## src/rtl/burst_accumulator.sv

```systemverilog
// burst_accumulator
//   Control stage wrapped around an external 8-bit combinational adder.
//   Operands arrive over a valid/ready handshake and are summed into an
//   accumulator by routing {acc, in_data} through the adder and registering
//   its sum. At the end of a burst the total, a sticky carry and a saturating
//   beat count are presented on an output valid/ready handshake.
//
//   Optional build macro: BURST_ACC_SAT_EN
//     defined   : the accumulator saturates to 8'hFF on the first carry and
//                 stays there for the rest of the burst.
//     undefined : the accumulator wraps modulo 256; out_carry flags the wrap.
//
// Ports
//   clk        clock, rising edge
//   rst        asynchronous active-high reset
//   in_valid   operand valid
//   in_ready   operand can be accepted this cycle
//   in_data    operand
//   in_last    final operand of the burst (qualified by in_valid)
//   add_a      adder input a (running accumulator, or 0 on the first beat)
//   add_b      adder input b (incoming operand)
//   add_sum    adder output, no carry-out
//   out_valid  result valid
//   out_ready  consumer accepts the result
//   out_sum    burst total
//   out_carry  sticky carry out of bit 7 over the burst
//   out_count  beats accepted, saturating at all-ones
module burst_accumulator #(
   parameter int unsigned LEN_W = 4
) (
   input  logic             clk,
   input  logic             rst,
   input  logic             in_valid,
   output logic             in_ready,
   input  logic [7:0]       in_data,
   input  logic             in_last,
   output logic [7:0]       add_a,
   output logic [7:0]       add_b,
   input  logic [7:0]       add_sum,
   output logic             out_valid,
   input  logic             out_ready,
   output logic [7:0]       out_sum,
   output logic             out_carry,
   output logic [LEN_W-1:0] out_count
);

   localparam int unsigned DW = 8;

   typedef enum logic [1:0] {
      IDLE = 2'd0,
      ACC  = 2'd1,
      DONE = 2'd2
   } state_t;

   state_t          state;
   logic [DW-1:0]   acc;
   logic            carry;
   logic [LEN_W-1:0] count;

   logic             accept;
   logic             step_c;
   logic             carry_nxt;
   logic [DW-1:0]    acc_nxt;
   logic [LEN_W-1:0] count_nxt;

   // Ready is a pure decode of the state register.
   assign in_ready = (state != DONE);
   assign accept   = in_valid & in_ready;

   // Adder operands: first beat of a burst adds to zero.
   always_comb begin
      add_b = in_data;
      add_a = acc;
      if (state == IDLE) begin
         add_a = '0;
      end
   end

   // Carry out of bit 7 recovered from the operand and sum MSBs.
   assign step_c = (add_a[DW-1] & add_b[DW-1]) |
                   ((add_a[DW-1] ^ add_b[DW-1]) & ~add_sum[DW-1]);

   // Values written into the accumulator state on an accepted beat.
   always_comb begin
      carry_nxt = step_c;
      count_nxt = LEN_W'(1);
      if (state == ACC) begin
         carry_nxt = carry | step_c;
         count_nxt = (&count) ? count : count + LEN_W'(1);
      end
`ifdef BURST_ACC_SAT_EN
      acc_nxt = carry_nxt ? {DW{1'b1}} : add_sum;
`else
      acc_nxt = add_sum;
`endif
   end

   // Burst FSM with accumulator and registered result outputs.
   always_ff @(posedge clk or posedge rst) begin
      if (rst) begin
         state     <= IDLE;
         acc       <= '0;
         carry     <= 1'b0;
         count     <= '0;
         out_valid <= 1'b0;
         out_sum   <= '0;
         out_carry <= 1'b0;
         out_count <= '0;
      end else begin
         case (state)
            IDLE, ACC: begin
               if (accept) begin
                  acc   <= acc_nxt;
                  carry <= carry_nxt;
                  count <= count_nxt;
                  if (in_last) begin
                     // Result is published on the same edge as the last beat.
                     state     <= DONE;
                     out_valid <= 1'b1;
                     out_sum   <= acc_nxt;
                     out_carry <= carry_nxt;
                     out_count <= count_nxt;
                  end else begin
                     state <= ACC;
                  end
               end
            end
            DONE: begin
               if (out_valid && out_ready) begin
                  out_valid <= 1'b0;
                  acc       <= '0;
                  carry     <= 1'b0;
                  count     <= '0;
                  state     <= IDLE;
               end
            end
            default: begin
               state <= IDLE;
            end
         endcase
      end
   end

endmodule

```

## config.mk

```make
export PLATFORM = sky130hd
export DESIGN_NAME = burst_accumulator
export DESIGN_NICKNAME = d
export VERILOG_FILES = /design/src/rtl/burst_accumulator.sv
export SDC_FILE = /design/constraint.sdc
export NUM_CORES = 1
export LEC_CHECK = 0
export BUFFER_PORTS_ARGS = -buffer_cell sky130_fd_sc_hd__buf_2
export CORE_AREA = 10 10 65 67
export CTS_CLUSTER_SIZE = 24
export DETAILED_ROUTE_END_ITERATION = 10
export DIE_AREA = 0 0 75 77
export PLACE_DENSITY = 0.76
export SLEW_MARGIN = 20
export SYNTH_ARGS = -nofsm -noshare
export SYNTH_HDL_FRONTEND = slang
export SYNTH_SLANG_ARGS = --single-unit
export TNS_END_PERCENT = 50
```

## constraint.sdc

```tcl
create_clock -name clk -period 2.7 [get_ports clk]
set_input_delay 0.135 -clock clk [delete_from_list [all_inputs] [get_ports clk]]
set_output_delay 0.135 -clock clk [all_outputs]
set_load 0.005 [all_outputs]
```

### Word level (Yosys, flattened, before mapping)

Index checks and enable logic that the tools add are counted.

| storage, ports and cells | value |
|---|---|
| bits in registers | 29 |
| input bits | 21 |

| cells by class | value |
|---|---|
| add/subtract/negate cells | 1 |
| equal/unequal tests | 6 |
| muxes and demuxes | 20 |
| bitwise gates (word level) | 7 |
| reductions and logical operators | 9 |

Operators by type and width:

| operator | number |
|---|---|
| $mux 8 | 3 |
| $mux 4 | 4 |
| $pmux 8 s2 | 1 |
| $ne 2x2->1 const B | 4 |
| $pmux 4 s2 | 1 |
| $reduce_and 4->1 | 2 |
| $mux 2 | 3 |
| $reduce_and 3->1 | 2 |
| $mux 1 | 5 |
| $add 4x1->4 const B | 1 |
| $pmux 1 s2 | 2 |
| $pmux 2 s2 | 1 |
| $and 1x1->1 | 3 |
| $eq 2x1->1 const B | 1 |
| $eq 2x2->1 const B | 1 |
| $logic_not 2->1 | 1 |
| $or 1x1->1 | 2 |
| $reduce_and 2->1 | 1 |
| $reduce_bool 2->1 | 1 |
| $reduce_or 2->1 | 1 |
| $logic_and 1x1->1 | 1 |
| $not 1->1 | 1 |
| $xor 1x1->1 | 1 |

### Depth between registers and ports, before layout

Gate-level depths: netlist of the first run.

| logic depth | value |
|---|---|
| depth after elaboration | 9 |
| mapped depth | 6 |

### Least setup slack after synthesis of the first run

No wires, ideal clock.

| timing path | value |
|---|---|
| kind | register to register |
| start | register state[1] |
| end | register out_carry |
| arrival | 1.564 ns |
| data required time | 2.567 ns |
| slack | 1.003 ns |
| cell stages (with the launch flop) | 7 |
| path buffers | 1 |
| clock period less this slack | 1.697 ns |
| cells stage by stage | dfrtp_1 buf_6 nor2_1 nor2b_1 ha_1 a221oi_1 o21ai_0 |

| on the way | value |
|---|---|
| longest elaborated chain between the ends | 7 |
| elaborated cells between the ends (all ways) | 13 |

RTL lines:

| item | line | source |
|---|---|---|
| start: declaration | 55 | `state_t state;` |
| start signal: assignment | 101 | `state <= IDLE;` |
| start signal: assignment | 118 | `state <= DONE;` |
| start signal: assignment | 124 | `state <= ACC;` |
| $logic_not 2->1 * | 74 | `if (state == IDLE) begin` |
| $mux 8 * | 74 |  |
| named net add_a[7] | 37 | `output logic [7:0] add_a,` |
| $xor 1x1->1 | 81 | `((add_a[DW-1] ^ add_b[DW-1]) & ~add_sum[DW-1]);` |
| $and 1x1->1 | 81 |  |
| $or 1x1->1 * | 80 | `assign step_c = (add_a[DW-1] & add_b[DW-1]) \|` |
| $or 1x1->1 | 88 | `carry_nxt = carry \| step_c;` |
| $mux 1 * | 87 | `if (state == ACC) begin` |
| end signal: assignment | 121 | `out_carry <= carry_nxt;` |
| end: declaration | 43 | `output logic out_carry,` |

The timed path passes the listed nets; every way through them passes the cells marked *.
A chain may end at the register's enable or synchronous reset.

### Final worst setup path of the first run

| timing path | value |
|---|---|
| start | register state[1] |
| end | register out_carry |

| on the way | value |
|---|---|
| longest elaborated chain between the ends | 7 |
| elaborated cells between the ends (all ways) | 13 |

RTL lines:

| item | line |
|---|---|
| $logic_not 2->1 | 74, 110 |
| $mux 8 | 74 |
| $xor 1x1->1 | 81 |
| $and 1x1->1 | 81 |
| $or 1x1->1 | 80 |
| $or 1x1->1 | 88 |
| $mux 1 | 87 |

Parallel ways exist; a longest one is shown, timed or not.

==> results of run 1 <==
## registers in the layout, summed over array words and instances, names as in the netlist
register   flops
out_sum        8
carry          1
out_carry      1
out_valid      1
out_count      4
count          4
acc            8
state          2
## where the power goes
group          total (W)  switching [W]  internal (W)  leakage (nW)
clock           0.000253       0.000154     0.0000988        0.0320
sequential      0.000650      0.0000940      0.000556         0.363
combinational   0.000432       0.000219      0.000213         0.449
## per-layer routing
layer  GRT usage  routed length, microns  vias to the layer above
met1      0.1414                    1352                      530
met3     0.06049                     375                        5
met4     0.05682                      51                        0
li1            -                       -                      542
met5           0                       0                        -
met2      0.1803                    1475                       43
## area by class of cell
| type | count | area share |
|---|---|---|
| inverter | 4 | 0.009195 |
| tap | 33 | 0.02529 |
| multi-input combinational | 92 | 0.3640 |
| clock inverter | 2 | 0.006130 |
| sequential | 29 | 0.4444 |
| timing repair buffer | 39 | 0.1257 |
| clock buffer | 6 | 0.02529 |
## through the flow
stage | power, W | utilization | instances | worst slack (ps) | hold WS (ps)
after floorplan | 0.0009422 | - | 138 | 1003 | 213.1
after global placement | 0.001074 | 0.5244 | 195 | 894.9 | 270.0
after CTS | 0.001352 | 0.5450 | 204 | 724.4 | 0.2349
after detailed placement | 0.001095 | 0.5244 | 195 | 735.6 | 270.0
after global routing | 0.001451 | 0.5483 | 205 | 537.5 | 10.37
final | 0.001334 | 0.5483 | 205 | 696.0 | 6.831
## placed cells by master (no fill, tap or decap), drive strengths merged, types with 2 or more instances in the layout
| master | count |
|---|---|
| a22o | 9 |
| a22oi | 2 |
| buf | 37 |
| clkbuf | 6 |
| clkinv | 2 |
| dfrtp | 29 |
| dlygate4sd3 | 2 |
| ha | 2 |
| inv | 4 |
| mux2i | 2 |
| nand2 | 29 |
| nand2b | 2 |
| nand3 | 2 |
| nor2 | 5 |
| nor2b | 9 |
| o21ai | 12 |
## cell usage after synthesis (2+ instances only)
cell	count
nand3_1	2
nand2b_1	2
nor2b_1	8
nand2_1	29
mux2i_1	2
o21ai_0	6
a22o_1	9
dfrtp_1	29
inv_1	4
buf_6	2
ha_1	2
nor2_1	4
o21ai_1	5
buf_4	9
## cells by family after synthesis
logic type      after synthesis  synth area share
fa+ha+maj                     2           0.01731
compound gates               32            0.1611
simple gates                 55            0.2130
mux                           2           0.01385
flops                        29            0.5022
xor+xnor                      1          0.006062
buf+inv                      17           0.08657
## worst register-to-register path, delay by kind of cell, from the launching register on
kind / cells / cell delay [ps]
simple gates: 2 / 580
compound gates: 2 / 500
flops: 1 / 500
fa+ha+maj: 1 / 300
## worst paths after layout
kind / end / cells after the start
worst max-delay path: out_carry$_DFFE_PP0P_ / 5
worst min-delay path: out_sum[3]$_DFFE_PP0P_ / 3
worst max register to register: out_carry$_DFFE_PP0P_ / 5
worst min register to register: out_sum[0]$_DFFE_PP0P_ / 2
max in group asynchronous: out_count[0]$_DFFE_PP0P_ / 3
min in group asynchronous: acc[4]$_DFFE_PP0P_ / 3
## timing repair
action                                 CTS  global route
setup buffers                            0             0
hold buffers                             1             1
endpoints found under the hold margin    1            29
==> results.toml, run 1 <==
[setup_path]
cp-start-kind = "flop"
arrival_ps = 2210
path_buf_inv = 0
cp_max_fo = 10
critPathMaxStageDelay_ps = 500
rr_startpoint = "state[1]$_DFFE_PP0P_"
criticalPathCategory = "flop to flop"
ff2ff_setup_slack_ps = 700
cp_data_required_time_ps = 2910
critical-path-top-delay-family = "simple AND/OR/NAND/NOR gates"
end_kind = "flop"
cp_slowest_cell = "dfrtp_1"
path_cells = "nor2_1 > nor2b_1 > ha_1 > a221oi_1 > o21ai_0"
critPathLaunch = "state[1]$_DFFE_PP0P_"

[route]
routed_via_density = 5.463
wirelength_mm = 3.255
dr_total_vias = 1120
wl_per_cell_microns = 15.88
drt_pre_antenna_iters = 4
drt_iter0_drc = 40
postRouteAntennaNets = 0
drc = 0

[synthesis]
synthCells = 138
netlist_top_cells_area = "dfrtp_1 50%, nand2_1 7.5%, a22o_1 5.5%, buf_4 4.7%, nor2b_1 3.5%"
synth_warnings = 0
synth-seq-area-share = 0.5022
synth_seq_cells = 29
syn_area_sq_um = 1445
syn_avg_cell_area_sq_um = 10.47
ys.flop_type = "dfrtp_1"
synth.distinct_cells = 39
async_reset_ff_frac = 1.000
synth_top_cell_by_area = "dfrtp_1"
synth_nets = 161
synth-edff-count = 0
synth_top_area_frac = 0.5022

[sta]
max_freq_mhz = 499.0
slew_viol_final = 0
min_period_over_period = 0.7422
rsz0062_at_grt = "no"
hold_viol = 0
relSlewSlack = 0.6049
tightest_slew_ps = 591.8
setup_viol = 0
finalCriticalPeriod_ps = 2004
fin_tns_setup_ps = 0
skew_ps = 5.069

[pwr]
powerDensity_nw_per_um2 = 817.2
p_leak_nw = 0.8439
irDropWorstVdd_mv = 0.4334

[die]
core_sq_um = 2978
chipWidth_microns = 75
die_h_microns = 77
start_util = 0.4853
boundaryPins = 52
dieArea_sq_um = 5775
row_count = 20

[cts]
cts.path.max_buffers = 2
root_buffer = "clkbuf_4"
clkTransAtPathRegs_ps = 90
ctsResizeCount = 0
clock_sinks = 29
cts_tree = "yes"
clk_latency_ps = 340
cts_buffers = 5
cts_max_level = 2

[layout]
areaGrowthSynthToFinish_pct = 12.99
multi_input_area_sq_um = 594.3
fill_cells = 283
final-seq-area_sq_um = 725.7
postLayoutCellArea_sq_um = 1633
drive_above_1_share = 0.2965
nNetsFinal = 194
diodes = 0

[worst_hold_path]
hold_path_startpoint = "add_sum[3]"
worstHoldPathType = "input port to flop"

[grt]
grt_max_degree = 30
grt_pass1_wl_mm = 5.430
grt_pass1_vias = 1116
overflow = 0
grt_usage = 0.1217
antenna_found_initial = 0

[placed_design]
dpl_cell_area_sq_um = 1562
hpwl_mm = 2.440
place_congestion = 0.7705
port_buffers = 37

[job]
maxCapViolations = 0

[status]
status = "complete, no violations"
Power figures use the tool's default switching activity.
==> run 2: changes to the inputs <==
CORE_AREA = 10 10 66 68   (was 10 10 65 67)
DIE_AREA = 0 0 76 78   (was 0 0 75 77)
PLACE_DENSITY = 0.73   (was 0.76)
clock period = 1.9 ns   (was 2.7 ns; I/O delays follow)
==> run 2 against run 1 <==
Global-route usage down 0.77 points. Clock skew shrank 2.1 ps. Sequential power up 42%. Total power increased by 44%. Wire length increased by 0.77%. Combinational power increased by 48%. Sequential cell count unchanged. Critical path type unchanged. Critical endpoint unchanged. Largest cell class unchanged.
==> results.toml, run 2 (synthesis gave the netlist of run 1 again) <==
[placed_design]
place_worst_setup_slack_ps = 290.2
port_buffers = 37
place_congestion = 0.8334
hpwl_mm = 2.422

[cts]
clock_sinks = 29
cts_max_level = 2
cts_buffers = 5
cts_tree = "yes"
root_buffer = "clkbuf_4"
clkTransAtPathRegs_ps = 90
cts.path.max_buffers = 2
ctsResizeCount = 0
clk_latency_ps = 330
post_cts_buffers = 0

[route]
wl_per_cell_microns = 14.32
drt_iter0_drc = 43
postRouteAntennaNets = 0
drc = 0
drt_pre_antenna_iters = 4
routed_via_density = 5.044
wirelength_mm = 3.280
dr_total_vias = 1155

[die]
boundaryPins = 52
row_count = 21
start_util = 0.4545
dieArea_sq_um = 5928
core_sq_um = 3179
chipWidth_microns = 76
die_h_microns = 78

[sta]
hold_viol = 0
setup_viol = 0
fin_tns_setup_ps = 0
skew_ps = 3.005
rsz0062_at_grt = "no"
slew_viol_final = 0
finalCriticalPeriod_ps = 1584
min_period_over_period = 0.8336
relSlewSlack = 0.7567
max_freq_mhz = 631.4
finalWorstSetupSlack_ps = 316.1
tightest_slew_ps = 364.7

[pwr]
switching_power_w = 0.0006647
internal_power_w = 0.001255
powerDensity_nw_per_um2 = 1096
p_sw_frac = 0.3462
p_seq_frac = 0.481
p_clk_frac = 0.186
pwr-share-comb = 0.333
p_leak_nw = 0.8933
irDropWorstVdd_mv = 0.5285

[layout]
final_common_cell = "buf_2"
drive_above_1_share = 0.2896
nNetsFinal = 205
largestRegisters = "acc: 8 flops, out_sum: 8 flops"
diodes = 0
final_cell_mix = "37 x buf_2, 29 x nand2_1, 29 x dfrtp_1"
areaGrowthSynthToFinish_pct = 21.21

[grt]
overflow = 0
grt_usage = 0.1141
antenna_found_initial = 0
grt_pass1_wl_mm = 5.589
grt_pass1_vias = 1192
grt_max_degree = 30

[setup_path]
reg2regPathDepth = 5
cp_data_required_time_ps = 2110
cp-start-kind = "flop"
cp_max_fo = 10
arrival_ps = 1790
end_kind = "flop"
reg2reg_to = "out_carry$_DFFE_PP0P_"
criticalPathCategory = "flop to flop"
ff2ff_setup_slack_ps = 320
rr_startpoint = "state[1]$_DFFE_PP0P_"
critPathLaunch = "state[1]$_DFFE_PP0P_"
endpoint = "out_carry$_DFFE_PP0P_"

[worst_hold_path]
worstHoldPathType = "input port to flop"
holdPathStages = 2

[job]
maxCapViolations = 0

[status]
status = "complete, no violations"
## run 2: changes by cell type in the layout (fill, tap and decap cells not counted), sizes merged
cell,before,now
dlygate4sd3,2,10
buf,37,40
## run 2: layout make-up
cell class | instances | area, sq um
Fill cell | 309 | 1428
Sequential cell | 29 | 725.7
Multi-Input combinational cell | 92 | 594.3
Timing Repair Buffer | 50 | 307.8
Tap cell | 46 | 57.56
Clock buffer | 6 | 41.29
Inverter | 4 | 15.01
Clock inverter | 2 | 10.01
## run 2: power groups by stage
stage                     Sequential [W]  Combinational (W)  Clock, W
after floorplan                 0.000910           0.000428         0
after global placement          0.000924           0.000623         0
after detailed placement        0.000932           0.000636         0
after CTS                       0.000922           0.000655  0.000371
after global routing            0.000953           0.000726  0.000404
final                           0.000924           0.000639  0.000357
## run 2: per-layer routing
layer,track usage,part of all wire
met2,0.1735,0.44
met1,0.1345,0.47
met5,0,0
met3,0.05991,0.077
met4,0.03977,0.012
## run 2: worst min path at each step
stage / slack (ps) / endpoint / from
2_1_floorplan: 170 / acc[0]$_DFFE_PP0P_ / rst
3_3_place_gp: 170 / out_sum[1]$_DFFE_PP0P_ / rst
3_5_place_dp: 190 / out_sum[4]$_DFFE_PP0P_ / rst
4_1_cts: 8 / acc[7]$_DFFE_PP0P_ / add_sum[7]
5_1_grt: 50 / state[0]$_DFFE_PP0P_ / in_valid
6_report: 60 / state[0]$_DFFE_PP0P_ / in_valid
## run 2: through the flow
step | instances | hold slack, ps | area [sq um] | power, W | util
after floorplan | 138 | 173.1 | 1445 | 0.001339 | -
after global placement | 211 | 173.9 | 1600 | 0.001547 | 0.5033
after detailed placement | 211 | 190.0 | 1600 | 0.001568 | 0.5033
after CTS | 228 | 7.876 | 1742 | 0.001948 | 0.5478
after global routing | 229 | 52.42 | 1752 | 0.002083 | 0.5510
final | 229 | 58.91 | 1752 | 0.001920 | 0.5510
## run 2: critical path: stages (launching register included)
cell and delay [ps]:
dfrtp_1 520, nor2_1 110, nor2b_1 160, ha_1 250, a221oi_1 310, o21ai_0 130
## run 2: timing repair
action / CTS / global route
setup endpoints to repair: 0 / 0
hold buffers: 9 / 1
hold endpoints to repair: 39 / 1
